$ cat config.mk
export PLATFORM = sky130hd
export DESIGN_NAME = fir_engine
export DESIGN_NICKNAME = d
export VERILOG_FILES = /design/src/rtl/fir_pkg.sv /design/src/rtl/fir_round_sat.sv /design/src/rtl/fir_engine.sv
export SDC_FILE = /design/constraint.sdc
export NUM_CORES = 1
export LEC_CHECK = 0
export BUFFER_PORTS_ARGS = -buffer_cell sky130_fd_sc_hd__buf_4
export CORE_UTILIZATION = 45
export DETAILED_ROUTE_END_ITERATION = 16
export HOLD_SLACK_MARGIN = 0.02
export SLEW_MARGIN = 5
export SYNTH_ARGS = -nofsm -noshare
export SYNTH_HDL_FRONTEND = slang
export SYNTH_SLANG_ARGS = --single-unit
$ cat constraint.sdc
create_clock -name clk -period 10.2 [get_ports clk]
set_clock_uncertainty 0.05 [all_clocks]
set_input_delay 1.02 -clock clk [delete_from_list [all_inputs] [get_ports clk]]
set_output_delay 1.02 -clock clk [all_outputs]
set_load 0.01 [all_outputs]
$ cat src/rtl/fir_pkg.sv
// Shared types and arithmetic helpers for the FIR engine and later effect blocks.
package fir_pkg;

   typedef enum logic [1:0] {
      IDLE,
      MAC,
      OUT
   } state_e;

   // Accumulator width with enough guard bits that DEPTH full-scale products cannot overflow.
   function automatic int unsigned acc_w(input int unsigned width, input int unsigned coef_w,
                                         input int unsigned depth);
      return width + coef_w + $clog2(depth);
   endfunction

   // Half an LSB of the Q1.(coef_w-1) result, added before the shift for round-half-up.
   function automatic longint unsigned round_const(input int unsigned coef_w);
      return 64'(1) << (coef_w - 2);
   endfunction

endpackage

$ cat src/rtl/fir_round_sat.sv
// Round half up, arithmetic shift by COEF_W-1, then clamp to the signed WIDTH-bit range.
module fir_round_sat
   import fir_pkg::*;
#(
   parameter int unsigned WIDTH  = 12,
   parameter int unsigned COEF_W = 12,
   parameter int unsigned ACC_W  = 27
) (
   input  logic [ACC_W-1:0] acc,
   output logic [WIDTH-1:0] result
);

   localparam int unsigned SHIFT = COEF_W - 1;
   localparam logic signed [ACC_W-1:0] RND = ACC_W'(round_const(COEF_W));
   localparam logic signed [ACC_W-1:0] SAT_MAX = ACC_W'((64'(1) << (WIDTH - 1)) - 64'(1));
   // Two's complement: -max-1 is the bitwise inverse of max.
   localparam logic signed [ACC_W-1:0] SAT_MIN = ~SAT_MAX;

   logic signed [ACC_W-1:0] rounded;
   logic signed [ACC_W-1:0] shifted;

   // Round, scale back to sample units and saturate.
   always_comb begin
      rounded = $signed(acc) + RND;
      shifted = rounded >>> SHIFT;
      if (shifted > SAT_MAX) begin
         result = SAT_MAX[WIDTH-1:0];
      end else if (shifted < SAT_MIN) begin
         result = SAT_MIN[WIDTH-1:0];
      end else begin
         result = shifted[WIDTH-1:0];
      end
   end

endmodule

$ cat src/rtl/fir_engine.sv
// Streaming signed FIR with a single time-multiplexed MAC, loadable taps and a bypass mode.
module fir_engine
   import fir_pkg::*;
#(
   parameter int unsigned WIDTH  = 12,
   parameter int unsigned COEF_W = 12,
   parameter int unsigned DEPTH  = 8
) (
   input  logic                     clk,
   input  logic                     reset,
   input  logic [WIDTH-1:0]         in_sample,
   input  logic                     in_valid,
   output logic                     in_ready,
   output logic [WIDTH-1:0]         out_sample,
   output logic                     out_valid,
   input  logic                     coef_we,
   input  logic [$clog2(DEPTH)-1:0] coef_addr,
   input  logic [COEF_W-1:0]        coef_data,
   output logic                     coef_ready,
   input  logic                     toggle_en,
   output logic                     enabled
);

   localparam int unsigned AW    = $clog2(DEPTH);
   localparam int unsigned ACC_W = acc_w(WIDTH, COEF_W, DEPTH);
   localparam logic [AW-1:0] LAST = AW'(DEPTH - 1);

   state_e                   state_q;
   logic signed [WIDTH-1:0]  ring_q [DEPTH];
   logic signed [COEF_W-1:0] coef_q [DEPTH];
   logic [AW-1:0]            wr_ptr_q;
   logic [AW-1:0]            newest_q;
   logic [AW-1:0]            k_q;
   logic [AW-1:0]            tap_idx;
   logic signed [ACC_W-1:0]  acc_q;
   logic signed [ACC_W-1:0]  prod;
   logic                     mode_q;
   logic                     enabled_q;
   logic                     out_valid_q;
   logic [WIDTH-1:0]         out_sample_q;
   logic [WIDTH-1:0]         rs_result;
   logic                     accept;
   logic                     coef_take;

   assign in_ready   = (state_q == IDLE);
   assign coef_ready = (state_q == IDLE);
   assign accept     = in_ready & in_valid;
   assign coef_take  = coef_ready & coef_we;
   assign out_sample = out_sample_q;
   assign out_valid  = out_valid_q;
   assign enabled    = enabled_q;

   // Tap k reads (newest - k) mod DEPTH; DEPTH need not be a power of two.
   always_comb begin
      if (k_q <= newest_q) begin
         tap_idx = newest_q - k_q;
      end else begin
         tap_idx = AW'(DEPTH) + newest_q - k_q;
      end
      prod = ACC_W'(ring_q[tap_idx]) * ACC_W'(coef_q[k_q]);
   end

   // Sample ring: accepted sample lands at wr_ptr, which then wraps modulo DEPTH.
   always_ff @(posedge clk) begin
      if (reset) begin
         for (int i = 0; i < int'(DEPTH); i++) begin
            ring_q[i] <= '0;
         end
         wr_ptr_q <= '0;
      end else if (accept) begin
         ring_q[wr_ptr_q] <= in_sample;
         wr_ptr_q         <= (wr_ptr_q == LAST) ? '0 : wr_ptr_q + AW'(1);
      end
   end

   // Coefficient file: writes land only while idle, so a running MAC never sees a change.
   always_ff @(posedge clk) begin
      if (reset) begin
         for (int i = 0; i < int'(DEPTH); i++) begin
            coef_q[i] <= '0;
         end
      end else if (coef_take) begin
         coef_q[coef_addr] <= coef_data;
      end
   end

   // Footswitch flag; an accept on the same edge latches the old value into mode_q.
   always_ff @(posedge clk) begin
      if (reset) begin
         enabled_q <= 1'b0;
      end else if (toggle_en) begin
         enabled_q <= ~enabled_q;
      end
   end

   // Control FSM: accept, DEPTH MAC cycles, then register the result for one pulse.
   always_ff @(posedge clk) begin
      if (reset) begin
         state_q      <= IDLE;
         acc_q        <= '0;
         k_q          <= '0;
         newest_q     <= '0;
         mode_q       <= 1'b0;
         out_sample_q <= '0;
         out_valid_q  <= 1'b0;
      end else begin
         out_valid_q <= 1'b0;
         unique case (state_q)
            IDLE: begin
               if (in_valid) begin
                  state_q  <= MAC;
                  acc_q    <= '0;
                  k_q      <= '0;
                  newest_q <= wr_ptr_q;
                  mode_q   <= enabled_q;
               end
            end
            MAC: begin
               acc_q <= acc_q + prod;
               if (k_q == LAST) begin
                  state_q <= OUT;
               end else begin
                  k_q <= k_q + AW'(1);
               end
            end
            OUT: begin
               // Bypass still waits out the MAC so latency is mode-independent.
               out_sample_q <= mode_q ? rs_result : ring_q[newest_q];
               out_valid_q  <= 1'b1;
               state_q      <= IDLE;
            end
            default: state_q <= IDLE;
         endcase
      end
   end

   fir_round_sat #(
      .WIDTH  (WIDTH),
      .COEF_W (COEF_W),
      .ACC_W  (ACC_W)
   ) u_round_sat (
      .acc    (acc_q),
      .result (rs_result)
   );

endmodule

**Word-level counts from Yosys, hierarchy flattened**

Memory sizes are Yosys's and may differ from the RTL's. A register that Yosys moved wholly into a read port is not among the register bits.
Index checks and enable logic that the tools add are counted.

- Register bits: 53
- RAM bits: 192
- Input port bits: 32
- Output and inout port bits: 16
- Word-level logic and storage cells: 68
- Memories: 2

Memories:

| name | depth | width | read ports | clocked after Yosys merged registers in | write ports | RTL line | source |
|---|---|---|---|---|---|---|---|
| coef_q | 8 | 12 | 1 | 1 | 8 | fir_engine.sv:30 | `logic signed [COEF_W-1:0] coef_q [DEPTH];` |
| ring_q | 8 | 12 | 2 | 1 | 8 | fir_engine.sv:29 | `logic signed [WIDTH-1:0] ring_q [DEPTH];` |

- Add/sub/neg operators: 5
- Multiply operators: 1
- Magnitude comparators: 2
- Eq/ne operators: 7
- Multiplexer cells: 31
- Bitwise gates (word level): 3
- Reductions and logical operators: 8

Operators with widths:

| operator | number |
|---|---|
| $mux 12 | 5 |
| $pmux 27 s2 | 1 |
| $add 27x12->27 const B | 1 |
| $add 27x24->27 | 1 |
| $mux 27 | 1 |
| $mux 3 | 9 |
| $mul 12x12->24 | 1 |
| $reduce_or 12->1 | 2 |
| $gt 16x12->1 const B | 1 |
| $lt 16x12->1 const B | 1 |
| $mux 1 | 11 |
| $add 3x1->3 const B | 2 |
| $eq 3x3->1 const B | 2 |
| $ne 2x2->1 const B | 3 |
| $pmux 3 s2 | 1 |
| $reduce_and 2->1 | 3 |
| $mux 2 | 2 |
| $pmux 2 s2 | 1 |
| $reduce_and 3->1 | 1 |
| $sub 3x3->3 | 1 |
| $and 1x1->1 | 2 |
| $eq 2x1->1 const B | 1 |
| $eq 2x2->1 const B | 1 |
| $logic_not 2->1 | 1 |
| other kinds (2) | 2 |

**Logic depth before layout (Yosys ltp)**

Gate-level depths: netlist of run 1.

- Depth after elaboration: 7
- Mapped depth: 30
- Depth with buffers taken out: 27

**By module**

A second synthesis of run 1 with hierarchy kept.

- Cell total of the unflattened synthesis: 1656
- Area, all modules: 19014.5 sq um

Modules (own cells, without submodules):

| module | instances | cells each | area each (sq um) | seq. area each (sq um) |
|---|---|---|---|---|
| fir_engine | 1 | 1585 | 18502.7 | 6946.7 |
| fir_round_sat | 1 | 71 | 511.7 | 0.0 |

**Worst setup path after synthesis of run 1**

OpenSTA, ideal clock, no wires.

- Path kind: register -> register
- Start: register k_q[0]
- End: register acc_q[22]
- Library setup time: 0.062 ns
- Arrival time: 7.353 ns
- Data required time: 10.088 ns
- Slack: 2.735 ns
- Cell stages (with the launch flop): 27
- Buffers on the path: 1
- Clock period less this slack: 7.465 ns
- Path through: dfxtp_1 > ha_1 > inv_1 > fa_1 > xor2_1 > xnor2_2 > mux4_1 > mux2i_1 > buf_4 > nor2_1 > fa_1 > inv_1 > fa_1 > inv_1 > fa_1 > fa_1 > fa_1 > inv_1 > fa_1 > inv_1 > ha_1 > o21a_1 > o2111a_1 > a22oi_1 > o21ai_0 > or4b_2 > nand3_1

- Longest elaborated chain between the ends: 5

Ends and longest elaborated chain:

| item | RTL line | source |
|---|---|---|
| start: declaration | fir_engine.sv:33 | `logic [AW-1:0] k_q;` |
| start signal: assignment | fir_engine.sv:123 | `k_q <= k_q + AW'(1);` |
| $sub 3x3->3 | fir_engine.sv:56, fir_engine.sv:58 |  |
| $mem_v2 8x12 | - |  |
| $mul 12x12->24 | fir_engine.sv:60 | `prod = ACC_W'(ring_q[tap_idx]) * ACC_W'(coef_q[k_q]);` |
| $add 27x24->27 | fir_engine.sv:119 | `acc_q <= acc_q + prod;` |
| $pmux 27 s2 | fir_engine.sv:108 | `unique case (state_q)` |
| end signal: assignment | fir_engine.sv:119 |  |
| end: declaration | fir_engine.sv:35 | `logic signed [ACC_W-1:0] acc_q;` |

No other way between the ends.
A chain may end at the register's enable or synchronous reset.

**Final worst setup path of run 1**

Ends and elaborated chain as after synthesis.

==> results.yml, run 1 <==
sta:
  slew_violations: 0
  max_freq_mhz: 118
  hold_slack_ns: 0.412
  relSlewSlack_pct: 17.2
  grt_setup_unrepaired: "false"
  finalCriticalPeriod_ns: 8.44
  hold_viol: 0
  tightest_slew_ns: 1.21
  fin_crit_sh_pct: 82.7
  finalSetupTns_ns: 0
  setup_viol: 0
grt:
  grtUsageTotal_pct: 22.2
  grt_pass1_vias: 12900
  grt_antenna_before_repair: 1
  grt_max_degree: 59
  grt_pass1_wl_um: 73600
  grt-ovfl-total: 0
synth:
  ys_seq_elements: 251
  netlist_area_sq_um: 18900
  postSynthAreaPerCell_sq_um: 11.6
  synth_common_cells: "inv_1, and2_1, edfxtp_1, fa_1, nor2_1"
  synth-xor-area-share_pct: 1.66
  yosysMostFrequentCell: "inv_1"
  ys_types: 66
  yosys.area.top_type: "edfxtp_1"
  synth-edff-count: 192
  synth_top_family_by_area: "adder cells"
  yosysWarnings: 0
  synth_flop_cell: "edfxtp_1"
  synth-simple-area-share_pct: 16.0
  yosys.area.top_type_share_pct: 30.4
  synth_compound_area_share_pct: 5.03
  netlist_top_cells_area: "edfxtp_1, fa_1, mux4_2"
  synth_nets: 1920
  synthAdderAreaFrac_pct: 23.8
  yosysSeqAreaShare_pct: 36.7
  netlist_instances: 1633
  async_reset_ff_share_pct: 0
  synth_mux_area_share_pct: 10.4
clock_network:
  clock_sinks: 251
  cts_inserted_buffers: 25
  cts.reportedPaths.clkPinSlew_ns: 0.06
  root_buffer: "clkbuf_16"
  worstSkewPairLatency_ns: 0.55
  postCtsResizedCells: 0
  cts_hold_buf: 0
  htree_levels: 1
  cts_setup_buffers: 0
  cts_buffer_depth: 3
  cts_tree: "done"
final_layout:
  multi_input_area_sq_um: 10800
  antenna_cells: 0
  area_growth_pct: 8.79
  fillers: 3659
  drive_gt1_share_pct: 17.2
  final_nets: 1946
  seqCellArea_sq_um: 6950
route:
  wl_um: 46000
  vias_per_cell: 5.46
  vias: 12100
  drcViolationCount: 0
  post_drt_wl_per_cell_um: 20.8
  drt-pass1-iter-count: 5
  ant_nets: 0
  drtIter0Drc: 733
power:
  leakage_nw: 8.59
  power_density_nw_per_um2: 298
  clkPwrFrac_pct: 14.0
  vdd_ir_drop_max_mv: 0.278
  power_frac_seq_pct: 19.7
  swShare_pct: 46.1
  p_sw_mw: 2.83
  power.internal_mw: 3.31
  combPwrFrac_pct: 66.4
floorplan:
  start_util_pct: 46.0
  rows: 74
  ioPinCount: 48
  dieHeight_um: 207
  core-area_sq_um: 41200
  fp.dieW_um: 207
  die_area_sq_um: 42900
setup_path:
  critPathLaunch: "k_q[0]"
  endpoint_kind: "register"
  path_max_fanout: 14
  cp-start-kind: "register"
  r2r_start: "k_q[0]"
  cp.required_ns: 10.64
  worstPathArrival_ns: 8.88
  worstSetupPathType: "register to register"
  r2r_cells: 21
placement:
  numPortBuffers: 47
  place_congestion: 0.869
  dp_hpwl_um: 33100
hold_path:
  min_path_type: "register to register"
  hold_depth: 2
  hp-start: "out_sample[7]"
flow_run:
  cap_violations: 0
status:
  outcome: "complete, no violations"
==> area by class of cell <==
cell class / instances / share of cell area, %
Timing Repair Buffer: 93 / 3.39
Tap cell: 532 / 3.23
Clock buffer: 37 / 3.35
Multi-Input combinational cell: 1086 / 52.4
Inverter: 202 / 3.68
Sequential cell: 251 / 33.7
Clock inverter: 9 / 0.231
==> critical path, stage by stage, from the launching register on <==
cell	delay, ns
dfxtp_1	0.39
ha_1	0.17
inv_1	0.05
fa_1	1.15
mux4_1	0.32
mux2i_2	0.08
buf_4	0.20
or2_2	0.33
fa_1	1.09
fa_1	0.53
inv_1	0.08
fa_1	0.44
fa_1	0.58
fa_1	0.44
ha_1	0.29
ha_1	0.43
and3_1	0.27
o2111a_1	0.16
a22oi_1	0.38
o21ai_0	0.21
or4b_2	0.63
nand3_1	0.10
==> cell usage in the layout, fill, tap and decap left out, drive strengths merged, types with 3 or more instances in the layout <==
cell and count:
o221ai 8, a22oi 9, ha 79, xnor2 24
o211ai 8, mux4 72, buf 93, clkbuf 37
a211oi 8, nor3b 4, nor2b 12, edfxtp 192
mux2i 33, nor3 16, a31oi 5, clkinv 8
nand3 22, a21o 10, a21oi 41, nor4 8
a2111oi 3, inv 203, dfxtp 59, o41ai 3
nor2 112, o21ai 25, xor2 11, fa 176
or2 84, o21a 7, nand2b 12, nand2 55
o21bai 4, and3 3, nand4 11, and2 194
and2b 5
==> flip-flops by register name (all words and copies together), names as in the netlist, named ones only <==
register	count
out_sample	12
wr_ptr_q	3
ring_q	96
newest_q	3
mode_q	1
enabled	1
acc_q	27
state_q	2
out_valid	1
k_q	3
coef_q	96
==> power groups by stage <==
| stage | sequential, mW | combinational (mW) | clock, mW |
|---|---|---|---|
| 4_1_cts | 1.21 | 4.09 | 0.869 |
| 3_3_place_gp | 1.23 | 3.99 | 0 |
| 2_1_floorplan | 1.21 | 3.14 | 0 |
| 6_report | 1.21 | 4.07 | 0.857 |
| 3_5_place_dp | 1.23 | 4.04 | 0 |
| 5_1_grt | 1.21 | 4.62 | 0.910 |
==> layer usage <==
layer | up-vias | part of all wire (%) | track usage (%)
met5 | - | 0 | 0
met4 | 0 | 1.3 | 4.35
li1 | 5550 | - | -
met2 | 279 | 50 | 38.1
met3 | 44 | 4.4 | 2.38
met1 | 6195 | 44 | 30.7
==> per-stage QoR <==
step | setup slack [ns] | power [mW] | std cells | instance area, sq um | utilization (%)
2_1_floorplan | 2.73 | 4.35 | 1633 | 18900 | -
3_3_place_gp | 1.92 | 5.22 | 2164 | 19900 | 48.2
3_5_place_dp | 1.79 | 5.27 | 2164 | 19900 | 48.2
4_1_cts | 1.77 | 6.17 | 2210 | 20600 | 50.0
5_1_grt | 1.41 | 6.75 | 2210 | 20600 | 50.0
6_report | 1.76 | 6.14 | 2210 | 20600 | 50.0
==> path summary, 6_finish.rpt <==
kind	to	slack, ns
hold reg to reg	out_sample[7]	0.41
setup reg to reg	acc_q[22]	1.76
setup / recovery	acc_q[22]	1.76
hold / removal	out_sample[7]	0.41
==> kinds of logic after synthesis <==
kind of cell	Yosys count
fa+ha+maj	255
buf+inv	296
xor+xnor	35
compound gates	142
flops	251
mux	105
simple gates	549
Power figures use the tool's default switching activity.
==> run 2, diff against run 1 <==
Clock period 10.2 ns to 7.2 ns, I/O delays scaled along.
==> run 2 against run 1 <==
Effect of this change: the run now ends with negative setup slack left; count of clock-buffer cells in the layout is 5 lower; cell count increased by 5.1%; non-clock buffer count is 114 higher; routed wire length up 3.9%; final area increased by 8.8%; via count rose by 4.9%; setup slack got worse by 2.0 ns; global-route usage is 0.80 points higher; sequential cell count stayed put; critical path type unchanged.
==> results.yml, run 2 (same netlist as run 1, synthesis figures left out) <==
status:
  outcome: "complete, but fails checks"
  violations: "negative setup slack"
hold_path:
  hold_depth: 2
  min_path_type: "register to register"
clock_network:
  worstSkewPairLatency_ns: 0.55
  clock_sinks: 251
  cts.reportedPaths.clkPinSlew_ns: 0.07
  cts_tree: "done"
  root_buffer: "clkbuf_16"
  cts_hold_buf: 0
  htree_levels: 1
  cts_buffer_depth: 3
  cts_inserted_buffers: 27
grt:
  grt-ovfl-total: 0
  grt_max_degree: 59
  grt_pass1_vias: 13400
  grtUsageTotal_pct: 23.0
  grt_pass1_wl_um: 76400
  grt_antenna_before_repair: 0
sta:
  grt_setup_unrepaired: "true"
  fin_crit_sh_pct: 103
  max_freq_mhz: 135
  finalCriticalPeriod_ns: 7.39
  tightest_slew_ns: 1.11
  relSlewSlack_pct: 26.0
  slew_violations: 0
  hold_viol: 0
  setup_viol: 8
  setup_ws_ns: -0.190
  hold_slack_ns: 0.412
  finalSetupTns_ns: -0.731
floorplan:
  ioPinCount: 48
  core-area_sq_um: 41200
  dieHeight_um: 207
  die_area_sq_um: 42900
  start_util_pct: 46.0
  fp.dieW_um: 207
  rows: 74
route:
  drtIter0Drc: 970
  vias: 12700
  drcViolationCount: 0
  vias_per_cell: 5.45
  post_drt_wl_per_cell_um: 20.6
  wl_um: 47800
  drt-pass1-iter-count: 5
  ant_nets: 0
power:
  power_density_nw_per_um2: 518
  vdd_ir_drop_max_mv: 0.516
  leakage_nw: 9.32
setup_path:
  cp_top_family: "adder cells"
  cp.required_ns: 7.59
  cp-start-kind: "register"
  worstPathArrival_ns: 7.78
  path_buf_inv: 12
  path_max_fanout: 8
  critPathMaxStageDelay_ns: 0.57
  r2r_cells: 31
  slowest_stage: "fa_2"
  endpoint_kind: "register"
  worstSetupPathType: "register to register"
  cp.depth: 31
final_layout:
  area_growth_pct: 18.3
  final_cells: 2323
  final_nets: 2062
  antenna_cells: 0
  drive_gt1_share_pct: 27.2
  final_common_cell: "and2_1"
  post-route-util_pct: 54.4
  final_cell_mix: "and2_1, edfxtp_1, inv_1, buf_4, fa_1"
  reg_top3: "coef_q x96, ring_q x96, acc_q x27"
placement:
  dp_hpwl_um: 35000
  numPortBuffers: 47
  post-place-ws_ns: -0.298
  place_congestion: 0.868
  dp_cells: 2254
flow_run:
  cap_violations: 0
run 2: changes by cell type in the layout (fill, tap and decap cells not counted), moves of 7 or more:
| cell | delta |
|---|---|
| ha_1 | -19 |
| inv_1 | -9 |
| o21ai_0 | -7 |
| inv_2 | +9 |
| buf_12 | +17 |
| fa_1 | -14 |
| ha_4 | +18 |
| buf_4 | +84 |
| buf_6 | +9 |
| fa_2 | +14 |
run 2: layer usage:
metal / vias to the layer above / wire length, um / track usage, %
met2: 339 / 23600 / 38.7
met5: - / 0 / 0
met1: 6464 / 20800 / 32.2
met4: 0 / 927 / 5.40
met3: 68 / 2530 / 2.35
li1: 5784 / - / -
run 2: through the flow:
step	area (sq um)	power, mW
4_1_cts	22100	10.9
6_report	22400	11.6
2_1_floorplan	19000	6.23
3_3_place_gp	20700	8.71
5_1_grt	22400	12.7
3_5_place_dp	20700	8.77
run 2: tightest hold or removal path: stages (launching register included):
cell and delay [ns]:
dfxtp_1 0.33, nand2_1 0.05, o21ai_0 0.05
run 2: power breakdown:
part / internal, mW / total, mW / leakage (nW) / switching [mW]
Clock: 0.830 / 1.41 / 0.418 / 0.578
Sequential: 1.65 / 1.70 / 2.48 / 0.0554
Combinational: 4.23 / 8.49 / 6.43 / 4.26
run 2: what timing repair did:
| item | 4_1_cts | 5_1_grt |
|---|---|---|
| pin swaps | 46 | 51 |
| gates resized for setup | 69 | 43 |
| endpoints found under the setup margin | 9 | 16 |
| buffers inserted | 12 | 10 |
| gates cloned | 3 | 1 |
run 2: final timing paths:
kind                               startpoint             to  slack [ns]
worst min-delay path            out_sample[7]  out_sample[7]        0.41
worst max register to register    newest_q[0]      acc_q[23]       -0.19
worst max-delay path              newest_q[0]      acc_q[23]       -0.19
worst min register to register  out_sample[7]  out_sample[7]        0.41
run 2: layout make-up:
cell class / count / area, sq um
Clock inverter: 13 / 180
Inverter: 202 / 758
Fill cell: 3526 / 18800
Clock buffer: 32 / 694
Timing Repair Buffer: 207 / 1870
Tap cell: 532 / 666
Sequential cell: 251 / 6950
Multi-Input combinational cell: 1086 / 11300
==> run 3, diff against run 2 <==
==> constraint.sdc (replaced) <==
create_clock -name clk -period 7.2 [get_ports clk]
set_clock_uncertainty 0.05 [all_clocks]
set_input_delay 0 -clock clk [delete_from_list [all_inputs] [get_ports clk]]
set_output_delay 0 -clock clk [all_outputs]
set_load 0.01 [all_outputs]
==> run 3 against run 2 <==
Effect of this change: the run still ends with negative setup slack left; via count grew 0.73%; setup slack better by 0.047 ns; total power fell by 0.12%; die area did not move; combinational power barely moved; core utilization up 0.66 points; sequential cell count stayed put; critical path depth is the same; sequential share of layout area fell by 0.37 points; critical path type unchanged; critical endpoint is now acc_q[26]; largest cell class unchanged.
==> results.yml, run 3 (same netlist as run 1, synthesis figures left out) <==
grt:
  grt-ovfl-total: 0
  grt_pass1_vias: 13500
  grt_antenna_before_repair: 0
  grt_pass1_wl_um: 76900
  grtUsageTotal_pct: 23.1
  grt_max_degree: 59
sta:
  finalSetupTns_ns: -0.622
  slew_violations: 0
  setup_viol: 9
  grt_setup_unrepaired: "true"
  setup_ws_ns: -0.143
  max_freq_mhz: 136
  relSlewSlack_pct: 29.4
  tightest_slew_ns: 1.06
  fin_crit_sh_pct: 102
  finalCriticalPeriod_ns: 7.34
  hold_viol: 0
power:
  power_density_nw_per_um2: 511
  p_sw_mw: 4.88
  vdd_ir_drop_max_mv: 0.506
  clkPwrFrac_pct: 12.2
  power_frac_seq_pct: 14.7
  swShare_pct: 42.1
  leakage_nw: 9.44
  combPwrFrac_pct: 73.1
  power.internal_mw: 6.71
status:
  violations: "negative setup slack"
  outcome: "complete, but fails checks"
final_layout:
  post-route-util_pct: 55.1
  drive_gt1_share_pct: 26.8
  final_common_cell: "and2_1"
  area_growth_pct: 19.7
  fillers: 3506
  multi_input_area_sq_um: 11300
  reg_top3: "coef_q x96, ring_q x96, acc_q x27"
  final_cell_mix: "and2_1, edfxtp_1, inv_1, buf_4, fa_1"
  seqCellArea_sq_um: 6950
  final_cells: 2351
  final_nets: 2090
  antenna_cells: 0
hold_path:
  min_path_type: "input port to register"
route:
  drcViolationCount: 0
  vias_per_cell: 5.42
  vias: 12700
  post_drt_wl_per_cell_um: 20.4
  drt-pass1-iter-count: 5
  ant_nets: 0
  wl_um: 48000
  drtIter0Drc: 915
setup_path:
  critPathMaxStageDelay_ns: 0.60
  path_max_fanout: 8
  endpoint_kind: "register"
  crit_top_cell: "fa_1"
  cp.required_ns: 7.60
  slowest_stage: "fa_1"
  cp-start-kind: "register"
  worstSetupPathType: "register to register"
  worstPathArrival_ns: 7.74
placement:
  place_congestion: 0.868
  dp_hpwl_um: 35000
  dp_cells: 2254
  post-place-ws_ns: -0.298
  numPortBuffers: 47
clock_network:
  cts_buffer_depth: 3
  htree_levels: 1
  cts_tree: "done"
  cts_inserted_buffers: 27
  root_buffer: "clkbuf_16"
  cts.reportedPaths.clkPinSlew_ns: 0.07
  clock_sinks: 251
  worstSkewPairLatency_ns: 0.55
floorplan:
  start_util_pct: 46.0
  die_area_sq_um: 42900
  dieHeight_um: 207
  ioPinCount: 48
  core-area_sq_um: 41200
  rows: 74
  fp.dieW_um: 207
flow_run:
  cap_violations: 0
run 3: path summary, 6_finish.rpt:
path	end	depth (start not counted)	slack, ns	from
worst max-delay path	acc_q[26]	31	-0.14	newest_q[0]
worst max register to register	acc_q[26]	31	-0.14	newest_q[0]
worst min register to register	out_sample[6]	2	0.41	out_sample[6]
worst min-delay path	coef_q[0][11]	4	0.08	coef_addr[1]
run 3: worst max-delay path, delay by kind of cell (launching register included):
family	cells	cell delay, ns
muxes	2	0.50
adders and majority gates	9	3.90
AOI/OAI and AO/OA	4	0.82
buffers and inverters	11	0.97
xor gates and xnor gates	2	0.39
DFF	1	0.32
and+or+nand+nor	3	0.28
run 3: timing repair:
action / 4_1_cts / 5_1_grt
gates cloned: 3 / 1
hold buffers: 28 / 0
buffers inserted: 12 / 10
gates resized for setup: 69 / 41
hold endpoints to repair: 221 / 0
pin swaps: 46 / 51
endpoints found under the setup margin: 9 / 15
run 3: final cells by class:
cell class | instances | share of cell area, %
Timing Repair Buffer | 235 | 9.46
Inverter | 202 | 3.34
Clock inverter | 13 | 0.794
Clock buffer | 32 | 3.06
Multi-Input combinational cell | 1086 | 49.8
Tap cell | 532 | 2.93
Sequential cell | 251 | 30.6
run 3: routing by layer:
layer,vias to the layer above,GRT usage [%],wire [um]
li1,5842,-,-
met1,6520,32.2,21200
met3,69,2.29,2180
met4,0,5.30,944
met5,-,0,0
met2,316,39.1,23700
run 3: power by group through the flow:
| stage | Clock [mW] | Combinational (mW) | Sequential (mW) |
|---|---|---|---|
| after detailed placement | 0 | 7.04 | 1.73 |
| after global placement | 0 | 6.98 | 1.73 |
| after global routing | 1.49 | 9.44 | 1.71 |
| final | 1.41 | 8.47 | 1.70 |
| after CTS | 1.43 | 7.82 | 1.70 |
| after floorplan | 0 | 4.52 | 1.71 |
run 3: per-stage QoR:
| step | area (sq um) | hold WS, ns | total power [mW] |
|---|---|---|---|
| 2_1_floorplan | 19000 | 0.0868 | 6.23 |
| 3_3_place_gp | 20700 | 0.252 | 8.71 |
| 3_5_place_dp | 20700 | 0.253 | 8.77 |
| 4_1_cts | 22400 | 0.0663 | 10.9 |
| 5_1_grt | 22700 | 0.0853 | 12.6 |
| 6_report | 22700 | 0.0811 | 11.6 |
